File: src/rtl/buzzer_decoder.sv
// Recovers the 2-bit beep mode from a buzzer square wave by timing rising-edge periods.
// Optional macro BUZZ_DEC_STATS_EN adds a saturating glitch_cnt output.
`timescale 1ns/1ps

module buzzer_decoder #(
   parameter int HALF_PERIOD = 50000001,
   parameter int CNT_W       = 30
) (
   input  logic       clk,
   input  logic       RST,
   input  logic       buzzer_i,
   output logic [7:0] mode_o,
   output logic       mode_valid,
`ifdef BUZZ_DEC_STATS_EN
   output logic [7:0] glitch_cnt,
`endif
   output logic       mode_chg
);

   typedef enum logic [1:0] {S_SILENT, S_FIRST, S_CONFIRM, S_TRACK} state_t;

   localparam logic [CNT_W-1:0] LIM_1   = CNT_W'(HALF_PERIOD);
   localparam logic [CNT_W-1:0] LIM_3   = CNT_W'(3 * HALF_PERIOD);
   localparam logic [CNT_W-1:0] LIM_6   = CNT_W'(6 * HALF_PERIOD);
   localparam logic [CNT_W-1:0] LIM_12  = CNT_W'(12 * HALF_PERIOD);
   localparam logic [CNT_W-1:0] CNT_ONE = {{(CNT_W-1){1'b0}}, 1'b1};

   state_t           state;
   logic [1:0]       sync_ff;
   logic             dly;
   logic [CNT_W-1:0] cnt;
   logic [1:0]       cand;
   logic [1:0]       mode_q;
   logic [1:0]       p_class;
   logic             edge_det;
   logic             timeout;

   assign edge_det = sync_ff[1] & ~dly;
   assign timeout  = (cnt == LIM_12);
   assign mode_o   = {6'b000000, mode_q};

   // cnt holds the period in clk cycles at the moment an edge is seen; class 0 means invalid
   always_comb begin
      p_class = 2'd0;
      if (cnt >= LIM_1 && cnt < LIM_3)
         p_class = 2'd1;
      else if (cnt >= LIM_3 && cnt < LIM_6)
         p_class = 2'd2;
      else if (cnt >= LIM_6 && cnt < LIM_12)
         p_class = 2'd3;
   end

   always_ff @(posedge clk or posedge RST) begin
      if (RST) begin
         sync_ff    <= 2'b00;
         dly        <= 1'b0;
         cnt        <= '0;
         state      <= S_SILENT;
         cand       <= 2'd0;
         mode_q     <= 2'd0;
         mode_valid <= 1'b0;
         mode_chg   <= 1'b0;
      end else begin
         sync_ff  <= {sync_ff[0], buzzer_i};
         dly      <= sync_ff[1];
         mode_chg <= 1'b0;
         if (!timeout)
            cnt <= cnt + CNT_ONE;
         case (state)
            S_SILENT: begin
               if (edge_det) begin
                  cnt   <= CNT_ONE;
                  state <= S_FIRST;
               end else if (timeout) begin
                  mode_valid <= 1'b1;
               end
            end
            S_FIRST: begin
               if (edge_det) begin
                  cnt <= CNT_ONE;
                  if (p_class != 2'd0) begin
                     cand  <= p_class;
                     state <= S_CONFIRM;
                  end
               end else if (timeout) begin
                  mode_q     <= 2'd0;
                  mode_valid <= 1'b1;
                  mode_chg   <= |mode_q;
                  state      <= S_SILENT;
               end
            end
            // invalid periods leave the counter running from the last accepted edge
            S_CONFIRM: begin
               if (edge_det) begin
                  if (p_class != 2'd0) begin
                     cnt <= CNT_ONE;
                     if (p_class == cand) begin
                        mode_q     <= cand;
                        mode_valid <= 1'b1;
                        mode_chg   <= (cand != mode_q);
                        state      <= S_TRACK;
                     end else begin
                        cand <= p_class;
                     end
                  end
               end else if (timeout) begin
                  mode_q     <= 2'd0;
                  mode_valid <= 1'b1;
                  mode_chg   <= |mode_q;
                  state      <= S_SILENT;
               end
            end
            S_TRACK: begin
               if (edge_det) begin
                  if (p_class != 2'd0) begin
                     cnt <= CNT_ONE;
                     if (p_class != mode_q) begin
                        cand  <= p_class;
                        state <= S_CONFIRM;
                     end
                  end
               end else if (timeout) begin
                  mode_q     <= 2'd0;
                  mode_valid <= 1'b1;
                  mode_chg   <= |mode_q;
                  state      <= S_SILENT;
               end
            end
            default: state <= S_SILENT;
         endcase
      end
   end

`ifdef BUZZ_DEC_STATS_EN
   always_ff @(posedge clk or posedge RST) begin
      if (RST)
         glitch_cnt <= 8'd0;
      else if (edge_det && state != S_SILENT && cnt < LIM_1 && glitch_cnt != 8'hFF)
         glitch_cnt <= glitch_cnt + 8'd1;
   end
`endif

endmodule

File: config.mk
export PLATFORM = sky130hd
export DESIGN_NAME = buzzer_decoder
export DESIGN_NICKNAME = d
export VERILOG_FILES = /design/src/rtl/buzzer_decoder.sv
export SDC_FILE = /design/constraint.sdc
export NUM_CORES = 1
export LEC_CHECK = 0
export ABC_AREA = 1
export BUFFER_PORTS_ARGS = -buffer_cell sky130_fd_sc_hd__clkbuf_2
export CAP_MARGIN = 20
export CORE_ASPECT_RATIO = 1.1
export CORE_MARGIN = 1.5
export CORE_UTILIZATION = 55
export DETAILED_ROUTE_END_ITERATION = 7
export PLACE_DENSITY_LB_ADDON = 0.15
export SLEW_MARGIN = 25
export SYNTH_ARGS = -nofsm -noshare
export SYNTH_HDL_FRONTEND = slang
export SYNTH_SLANG_ARGS = --single-unit
File: constraint.sdc
create_clock -name clk -period 2.5 [get_ports clk]
set_clock_uncertainty 0.2 [all_clocks]
set_input_delay 0.5 -clock clk [delete_from_list [all_inputs] [get_ports clk]]
set_output_delay 0.5 -clock clk [all_outputs]
set_load 0.02 [all_outputs]
==> results_dict.tcl, run 1 <==
set metrics [dict create \
    status "finished, final reports clean" \
    antenna_cells 0 \
    critPathKind "reg -> reg" \
    grt_usage 0.253 \
    grt_pass1_wl_um 11500 \
    via_per_inst 5.36 \
    io_pins 13 \
    setup_viol 0 \
    postCtsHoldBufs 0 \
    grt_max_degree 42 \
    met2_usage 0.417 \
    max_cap_violations 0 \
    stdcell_count 514 \
    area.growth.synth_to_final_pct 18.7 \
    avgSynthCellArea_um2 6.94 \
    port_buffers 6 \
    slew_violations 0 \
    cp.required_ns 2.53 \
    relSlewSlack 0.654 \
    clock_sinks 41 \
    dieWidth_um 72.6 \
    crit_fanout 5 \
    cpMaxStageDelayCell "dfrtp_1" \
    grt.met1_usage 0.344 \
    placedCellCount 494 \
    critPathArrivalTime_ns 2.44 \
    synth_cell_type_count 37 \
    wirelength_um 7210 \
    rr_worst_depth 11 \
    layout.nets 462 \
    drc 0 \
    cts_tree "yes" \
    power_density_nw_per_um2 579 \
    firstDrtPassIters 4 \
    vias 2753 \
    critPathMaxStageDelay_ns 0.42 \
    fill_cells 448 \
    grt_pass1_vias 2558 \
    rsz0062_at_grt "true" \
    yosysSeqAreaShare 0.350 \
    ys_ff_latch 41 \
    dpl_worst_slack_ns 0.0243 \
    yosys_warnings 0 \
    worst_pin_slew_ns 0.519 \
    coreArea_um2 5070 \
    grt_antenna_before_repair 0 \
    fmax_mhz 415 \
    leakage_nw 1.69 \
    hold_class "in -> async" \
    grt.overflow.total 0 \
    final_common_cell "nand2_1" \
    fp.dieH_um 79.6 \
    grt_most_used_layer "met2" \
    use_met3 0.0303 \
    ant_nets 0 \
    start_kind "flip-flop" \
    path_cells "nand2_1 > nor2_1 > inv_1 > nor3_4 > nand4_1 > nor2_2 > inv_1 > nor3_2 > nand4_1 > xor2_1 > nor2_1" \
    syn_area_um2 2930 \
    finalSetupTns_ns 0 \
    fin_ws_ns 0.0887 \
    clk_pin_slew_worst_paths_ns 0.08 \
    rows 27 \
    insertion_delay_ns 0.30 \
    peakVddDrop_uv 317 \
    cts.path.max_buffers 2 \
    wl_per_cell_um 14.0 \
    dp_hpwl_um 5230 \
    cts_root_buffer "clkbuf_8" \
    die_area_um2 5780 \
    ctsHtreeMaxLevel 2 \
    drtIter0Drc 183 \
    start_util 0.579 \
    cp_num_buf_inv 2 \
    finalHoldViolations 0 \
    endpoint_kind "flip-flop" \
    layout-drive-gt1-share 0.274 \
    gp_congestion 0.977 \
    critPathTopFamily "simple AND/OR/NAND/NOR gates" \
    power.total_mw 2.02 \
    rr_startpoint "cnt[2]" \
    period_share 0.965 \
    min_period_ns 2.41 \
    final_cell_mix "87 x nand2_1, 55 x nor2_1, 54 x inv_1" \
    cts_made_buffers 5 \
    r2r_slack_ns 0.09 \
    syn_inst 423 \
    r2r_end "cnt[27]" \
]
-- how the worst max path moves through the flow --
stage | from | end | slack, ns | cells after the start
2_1_floorplan | cnt[1] | cnt[28] | 0.31 | 16
3_3_place_gp | cnt[19] | cnt[23] | 0.07 | 16
3_5_place_dp | cnt[0] | cnt[29] | 0.02 | 11
4_1_cts | cnt[1] | cnt[29] | 0.01 | 11
5_1_grt | cnt[2] | cnt[27] | -0.07 | 11
6_report | cnt[2] | cnt[27] | 0.09 | 11
-- area by class of cell --
class                           instances  area [um2]  area share
Multi-Input combinational cell        314        1740       0.501
Clock buffer                            5        68.8      0.0198
Clock inverter                          3        68.8      0.0198
Tap cell                               58        72.6      0.0208
Sequential cell                        41        1050       0.301
Inverter                               62         233      0.0668
Timing Repair Buffer                   31         246      0.0708
-- cells in the mapped netlist (all sizes together) --
master / count / area (um2)
xor2: 18 / 158
ha: 4 / 50.1
nor2: 79 / 342
nand3b: 3 / 22.5
o21ai: 11 / 55.1
o21a: 1 / 7.51
inv: 62 / 233
a21oi: 14 / 81.3
xnor2: 3 / 26.3
nand2: 103 / 412
conb: 1 / 3.75
o22ai: 1 / 6.26
nor3b: 1 / 7.51
buf: 11 / 85.1
and3: 1 / 6.26
nor4: 5 / 37.5
nand3: 33 / 175
a31oi: 2 / 12.5
nand4: 12 / 81.3
dfrtp: 41 / 1030
a211oi: 1 / 7.51
o211ai: 1 / 7.51
nor3: 15 / 91.3
-- worst min-delay path, cell delays in order --
cell	delay (ns)
clkbuf_2	0.08
inv_1	0.04
buf_4	0.44
-- what timing repair did --
action / in CTS / in global routing
buffers inserted: 0 / 12
endpoints found under the setup margin: 0 / 38
gates resized for setup: 0 / 60
-- metrics by stage --
step	cell area, um2	utilization	hold slack (ns)
floorplan	2950	-	0.131
global placement	3080	0.608	0.144
detailed placement	3080	0.608	0.148
CTS	3220	0.635	0.0963
global route	3480	0.687	0.101
finish	3480	0.687	0.104
-- routing by layer --
| layer | part of all wire | routed length (um) |
|---|---|---|
| met1 | 0.44 | 3150 |
| met2 | 0.51 | 3690 |
| met3 | 0.038 | 277 |
| met4 | 0.012 | 88 |
| met5 | 0 | 0 |
-- power breakdown --
part / switching (mW) / total (mW) / internal, mW
registers: 0.0913 / 0.819 / 0.728
clock network: 0.244 / 0.646 / 0.402
logic: 0.319 / 0.550 / 0.230
-- flip-flops by register name (all words and copies together), names as in the netlist --
| name | flops |
|---|---|
| cnt | 30 |
| cand | 2 |
| mode_q | 2 |
| state | 2 |
| sync_ff | 2 |
| dly | 1 |
| mode_chg | 1 |
| mode_valid | 1 |
-- cells by family (layout without fill, tap and decap cells) --
group	Yosys count	in the layout	synth area share
adders and majority gates	4	4	0.0171
other	1	6	0.00128
xor gates and xnor gates	21	21	0.0627
and+or+nand+nor	252	252	0.400
DFF	41	41	0.350
AOI/OAI and AO/OA	31	31	0.0606
buffers and inverters	73	101	0.108
(Power assumes the default switching activity.)
==> inputs of run 2 (changes only) <==
Settings changed: ABC_AREA 1 to 0.
==> results_dict.tcl, run 2 <==
set metrics [dict create \
    status "complete, but fails checks" \
    violations "negative setup slack" \
    grt_usage 0.267 \
    startpoint "cnt[19]" \
    r2r_slack_ns -0.45 \
    port_buffers 6 \
    via_per_inst 5.76 \
    slew_violations 0 \
    grt_pass1_wl_um 10300 \
    clk_pin_slew_worst_paths_ns 0.08 \
    endpoint_kind "flip-flop" \
    crit_fanout 3 \
    io_pins 13 \
    cts_tree "yes" \
    cts_made_buffers 5 \
    dieWidth_um 68.7 \
    antenna_cells 0 \
    layout-drive-gt1-share 0.311 \
    critPathKind "reg -> reg" \
    fin_ws_ns -0.453 \
    clock_sinks 41 \
    firstDrtPassIters 4 \
    ctsHtreeMaxLevel 2 \
    start_util 0.565 \
    fill_cells 370 \
    cts.path.max_buffers 2 \
    fmax_mhz 339 \
    wirelength_um 6540 \
    synth_top_area_frac 0.393 \
    period_share 1.18 \
    power_frac_clock 0.315 \
    power.total_mw 1.55 \
    setup_viol 38 \
    power_density_nw_per_um2 459 \
    critPathArrivalTime_ns 2.94 \
    postCtsHoldBufs 0 \
    gp_congestion 0.852 \
    coreArea_um2 4620 \
    rr_startpoint "cnt[19]" \
    finalSetupTns_ns -11.82 \
    intPower_mw 1.11 \
    synth_ff_type "dfrtp_1" \
    grt.overflow.total 0 \
    ant_nets 0 \
    dp_hpwl_um 4860 \
    synth_edf_count 0 \
    synth_cell_type_count 59 \
    yosys_warnings 0 \
    largest_reg_flops 30 \
    hold_class "in -> async" \
    peakVddDrop_uv 352 \
    grt_max_degree 42 \
    start_kind "flip-flop" \
    drtIter0Drc 172 \
    insertion_delay_ns 0.30 \
    rr_worst_depth 9 \
    final_common_cell "buf_4" \
    ys_ff_latch 41 \
    grt_pass1_vias 2277 \
    synth_commonest_cells "41 x dfrtp_1, 40 x nor2_1, 32 x nand2_1" \
    cp.required_ns 2.49 \
    rows 26 \
    drc 0 \
    p_seq_frac 0.466 \
    dpl_worst_slack_ns -0.428 \
    die_area_um2 5170 \
    async_reset_ff_frac 1.00 \
    wl_per_cell_um 15.2 \
    vias 2470 \
    worstSetupEndpoint "cand[0]" \
    synthTopCellsByArea "dfrtp_1 39%, nor2_1 5.8%, xor2_1 4.7%, nand2_1 4.6%, xnor2_1 4.0%" \
    r2r_end "cand[0]" \
    yosysSeqAreaShare 0.393 \
    final_cell_mix "73 x buf_4, 41 x dfrtp_1, 40 x nor2_1" \
    worst_pin_slew_ns 0.508 \
    area.growth.synth_to_final_pct 29.4 \
    post-synth-top-count-cell "dfrtp_1" \
    max_cap_violations 0 \
    syn_area_um2 2610 \
    cts_root_buffer "clkbuf_8" \
    avgSynthCellArea_um2 8.79 \
    rsz0062_at_grt "true" \
    synth_top_cell_by_area "dfrtp_1" \
    finalHoldViolations 0 \
    relSlewSlack 0.661 \
    sw_frac_of_total 0.284 \
    syn_inst 297 \
    combPwrFrac 0.219 \
    min_period_ns 2.95 \
    leakage_nw 1.55 \
    grt_antenna_before_repair 0 \
    regMostFlops "cnt" \
    layout.nets 379 \
    switchingPower_uw 440 \
    fp.dieH_um 75.3 \
]
## run 2: critical path, stage by stage, from the launching register on
cell and delay [ns]:
dfrtp_1 0.38, or4_4 0.55, o2111ai_1 0.21, o21a_1 0.21
a22oi_2 0.13, buf_4 0.17, a21o_1 0.17, a32o_2 0.24
o31ai_4 0.28, mux2_4 0.32
## run 2: how the worst min path moves through the flow
stage	start	to	slack, ns	cells after the start
after global routing	buzzer_i	sync_ff[0]	0.1	1
after CTS	buzzer_i	sync_ff[0]	0.09	1
after detailed placement	sync_ff[0]	sync_ff[1]	0.14	0
final	RST	cnt[24]	0.1	3
after global placement	sync_ff[0]	sync_ff[1]	0.13	0
after floorplan	sync_ff[0]	sync_ff[1]	0.13	0
## run 2: kinds of logic (layout without fill, tap and decap cells)
kind of cell / count (synthesis) / in the layout / synth area share
AND/OR/NAND/NOR: 144 / 144 / 0.285
XOR/XNOR: 26 / 26 / 0.0872
AO/OA/AOI/OAI: 48 / 48 / 0.138
other: 1 / 6 / 0.00144
adder cells (fa/ha/maj): 4 / 4 / 0.0192
flip-flops: 41 / 41 / 0.393
multiplexers: 2 / 2 / 0.00959
buffers and inverters: 31 / 102 / 0.0662
## run 2: power groups by stage
stage | clock network, mW | registers, mW | logic [mW]
after floorplan | 0 | 0.743 | 0.155
after global placement | 0 | 0.733 | 0.318
after detailed placement | 0 | 0.734 | 0.326
after CTS | 0.499 | 0.722 | 0.334
after global routing | 0.521 | 0.728 | 0.379
final | 0.488 | 0.722 | 0.339
## run 2: per-layer routing
metal	track usage	routed length, um	up-vias
li1	-	-	1201
met1	0.329	2840	1201
met2	0.446	3310	51
met3	0.0553	232	17
met4	0.118	157	0
met5	0	0	-
## run 2: through the flow
stage                     hold slack (ns)  utilization  std cells  instance area, um2
after floorplan                     0.131            -        302                2670
after global placement              0.134        0.692        418                3200
after detailed placement            0.137        0.692        418                3200
after CTS                          0.0935        0.720        426                3330
after global routing               0.0958        0.731        429                3380
final                              0.0965        0.731        429                3380
## run 2: cell type report
type                            count  area [um2]  share of cell area
Multi-Input combinational cell    230        1510               0.446
Sequential cell                    41        1030               0.304
Timing Repair Buffer               83         632               0.187
Clock buffer                        7        96.3              0.0285
Tap cell                           56        70.1              0.0207
Inverter                           11        41.3              0.0122
Clock inverter                      1        5.00             0.00148
## run 2: what timing repair did
| item | 4_1_cts | 5_1_grt |
|---|---|---|
| resized for setup | 6 | 5 |
| pin swaps | 5 | 5 |
| setup endpoints to repair | 38 | 38 |
| buffers inserted | 0 | 3 |
==> inputs of run 3 (changes only) <==
Settings changed: CORE_ASPECT_RATIO 1.1 to not set.
==> results_dict.tcl, run 3 (synthesis results as in run 2) <==
set metrics [dict create \
    status "complete, but fails checks" \
    violations "negative setup slack" \
    cpMaxStageDelayCell "or4_4" \
    critPathArrivalTime_ns 3.00 \
    ctsHtreeMaxLevel 2 \
    layout-drive-gt1-share 0.407 \
    wl_per_cell_um 17.9 \
    grt.overflow.total 0 \
    clock_sinks 41 \
    endpoint_kind "flip-flop" \
    largest_reg_flops 30 \
    layout.nets 387 \
    regMostFlops "cnt" \
    sw_frac_of_total 0.308 \
    stdcell_count 433 \
    cts.path.max_buffers 2 \
    min_period_ns 2.98 \
    postCtsHoldBufs 0 \
    grt_usage 0.285 \
    grt_max_degree 22 \
    rsz0062_at_grt "true" \
    r2r_slack_ns -0.48 \
    wirelength_um 7740 \
    port_buffers 6 \
    ant_nets 0 \
    rows 24 \
    combPwrFrac 0.270 \
    grt_pass1_vias 2391 \
    critPathTopFamily "simple AND/OR/NAND/NOR gates" \
    start_util 0.583 \
    drc 0 \
    cp_num_buf_inv 1 \
    regArea_um2 1030 \
    fmax_mhz 336 \
    grt.met1_usage 0.381 \
    dieWidth_um 71.9 \
    met2_usage 0.479 \
    cp.required_ns 2.52 \
    fin_ws_ns -0.480 \
    hold_class "in -> async" \
    vias 2657 \
    crit_fanout 3 \
    cts_tree "yes" \
    area.growth.synth_to_final_pct 41.2 \
    dp_hpwl_um 5000 \
    grt_pass1_wl_um 11300 \
    antenna_cells 0 \
    setup_viol 38 \
    rr_startpoint "cnt[19]" \
    slew_violations 0 \
    multiInputGateArea_um2 1720 \
    intPower_mw 1.09 \
    critPathMaxStageDelay_ns 0.57 \
    coreArea_um2 4470 \
    cp_common_cell "or4_4" \
    clk_pin_slew_worst_paths_ns 0.08 \
    p_seq_frac 0.461 \
    cts_root_buffer "clkbuf_8" \
    grt_antenna_before_repair 0 \
    worst_hold_slack_ns 0.0123 \
    r2r_end "cand[1]" \
    critPathKind "reg -> reg" \
    period_share 1.19 \
    insertion_delay_ns 0.30 \
    peakVddDrop_uv 338 \
    fill_cells 259 \
    gp_congestion 0.892 \
    final_common_cell "buf_4" \
    start_kind "flip-flop" \
    final_cell_mix "77 x buf_4, 41 x dfrtp_1, 31 x nand2_1" \
    finalSetupTns_ns -15.19 \
    max_cap_violations 0 \
    fp.dieH_um 71.9 \
    cts_made_buffers 5 \
    drtIter0Drc 172 \
    firstDrtPassIters 5 \
    path_cells "or4_4 > or4_4 > o21ai_4 > nand3_2 > a32o_2 > o31ai_4 > buf_4 > mux2i_2" \
    rr_worst_depth 8 \
    power_frac_clock 0.269 \
    die_area_um2 5170 \
    switchingPower_uw 486 \
    placedCellCount 414 \
    use_met3 0.0450 \
    leakage_nw 1.57 \
    finalHoldViolations 0 \
    power.total_mw 1.58 \
    power_density_nw_per_um2 428 \
    via_per_inst 6.14 \
    grt_most_used_layer "met2" \
    io_pins 13 \
]
-- run 3: changes by cell type in the layout (fill, tap and decap cells not counted), moves of 4 or more --
cell and change:
a21oi_1 -4, nor2_4 +20, nor2_2 +4, buf_4 +4, nor2_1 -24, a21oi_2 +4
-- run 3: cell type report --
cell class,instances,area share
clock buffers,6,0.0197
clock inverters,2,0.00272
inverters,11,0.0112
multi-input cells,230,0.468
flip-flops and latches,41,0.278
well taps,52,0.0177
repair buffers,91,0.203
-- run 3: power groups by stage --
stage	combinational, mW	sequential, mW	clock, mW
2_1_floorplan	0.155	0.743	0
3_3_place_gp	0.301	0.737	0
3_5_place_dp	0.305	0.737	0
4_1_cts	0.331	0.725	0.428
5_1_grt	0.459	0.730	0.460
6_report	0.426	0.727	0.425
-- run 3: timing repair --
item,4_1_cts,5_1_grt
endpoints found under the setup margin,38,38
gates resized for setup,9,67
pin swaps,6,37
setup buffers,8,3
endpoints found under the hold margin,0,0
cloned,2,1
-- run 3: how the worst max path moves through the flow --
| stage | startpoint | slack [ns] | to | depth (start not counted) |
|---|---|---|---|---|
| final | cnt[19] | -0.48 | cand[1] | 8 |
| after global placement | cnt[19] | -0.39 | cand[0] | 7 |
| after floorplan | cnt[19] | -0.43 | cand[0] | 7 |
| after global routing | cnt[19] | -0.55 | cand[1] | 8 |
| after detailed placement | cnt[26] | -0.48 | cand[0] | 9 |
| after CTS | cnt[19] | -0.44 | cand[0] | 7 |
-- run 3: worst register-to-register path: cells and delay by family (launching register included) --
family / cells / cell delay [ns]
and+or+nand+nor: 3 / 1.20
AOI/OAI and AO/OA: 3 / 0.75
muxes: 1 / 0.20
DFF: 1 / 0.38
buffers and inverters: 1 / 0.16
-- run 3: per-stage QoR --
step | setup WS (ns) | cell area (um2) | utilization
final | -0.480 | 3690 | 0.824
after global routing | -0.545 | 3690 | 0.824
after CTS | -0.442 | 3430 | 0.766
after detailed placement | -0.483 | 3190 | 0.714
after global placement | -0.393 | 3190 | 0.714
after floorplan | -0.427 | 2670 | -
-- run 3: routing by layer --
metal	routed length, um	up-vias
met4	200	0
met5	0	-
met1	3290	1305
met2	3910	116
li1	-	1219
met3	346	17
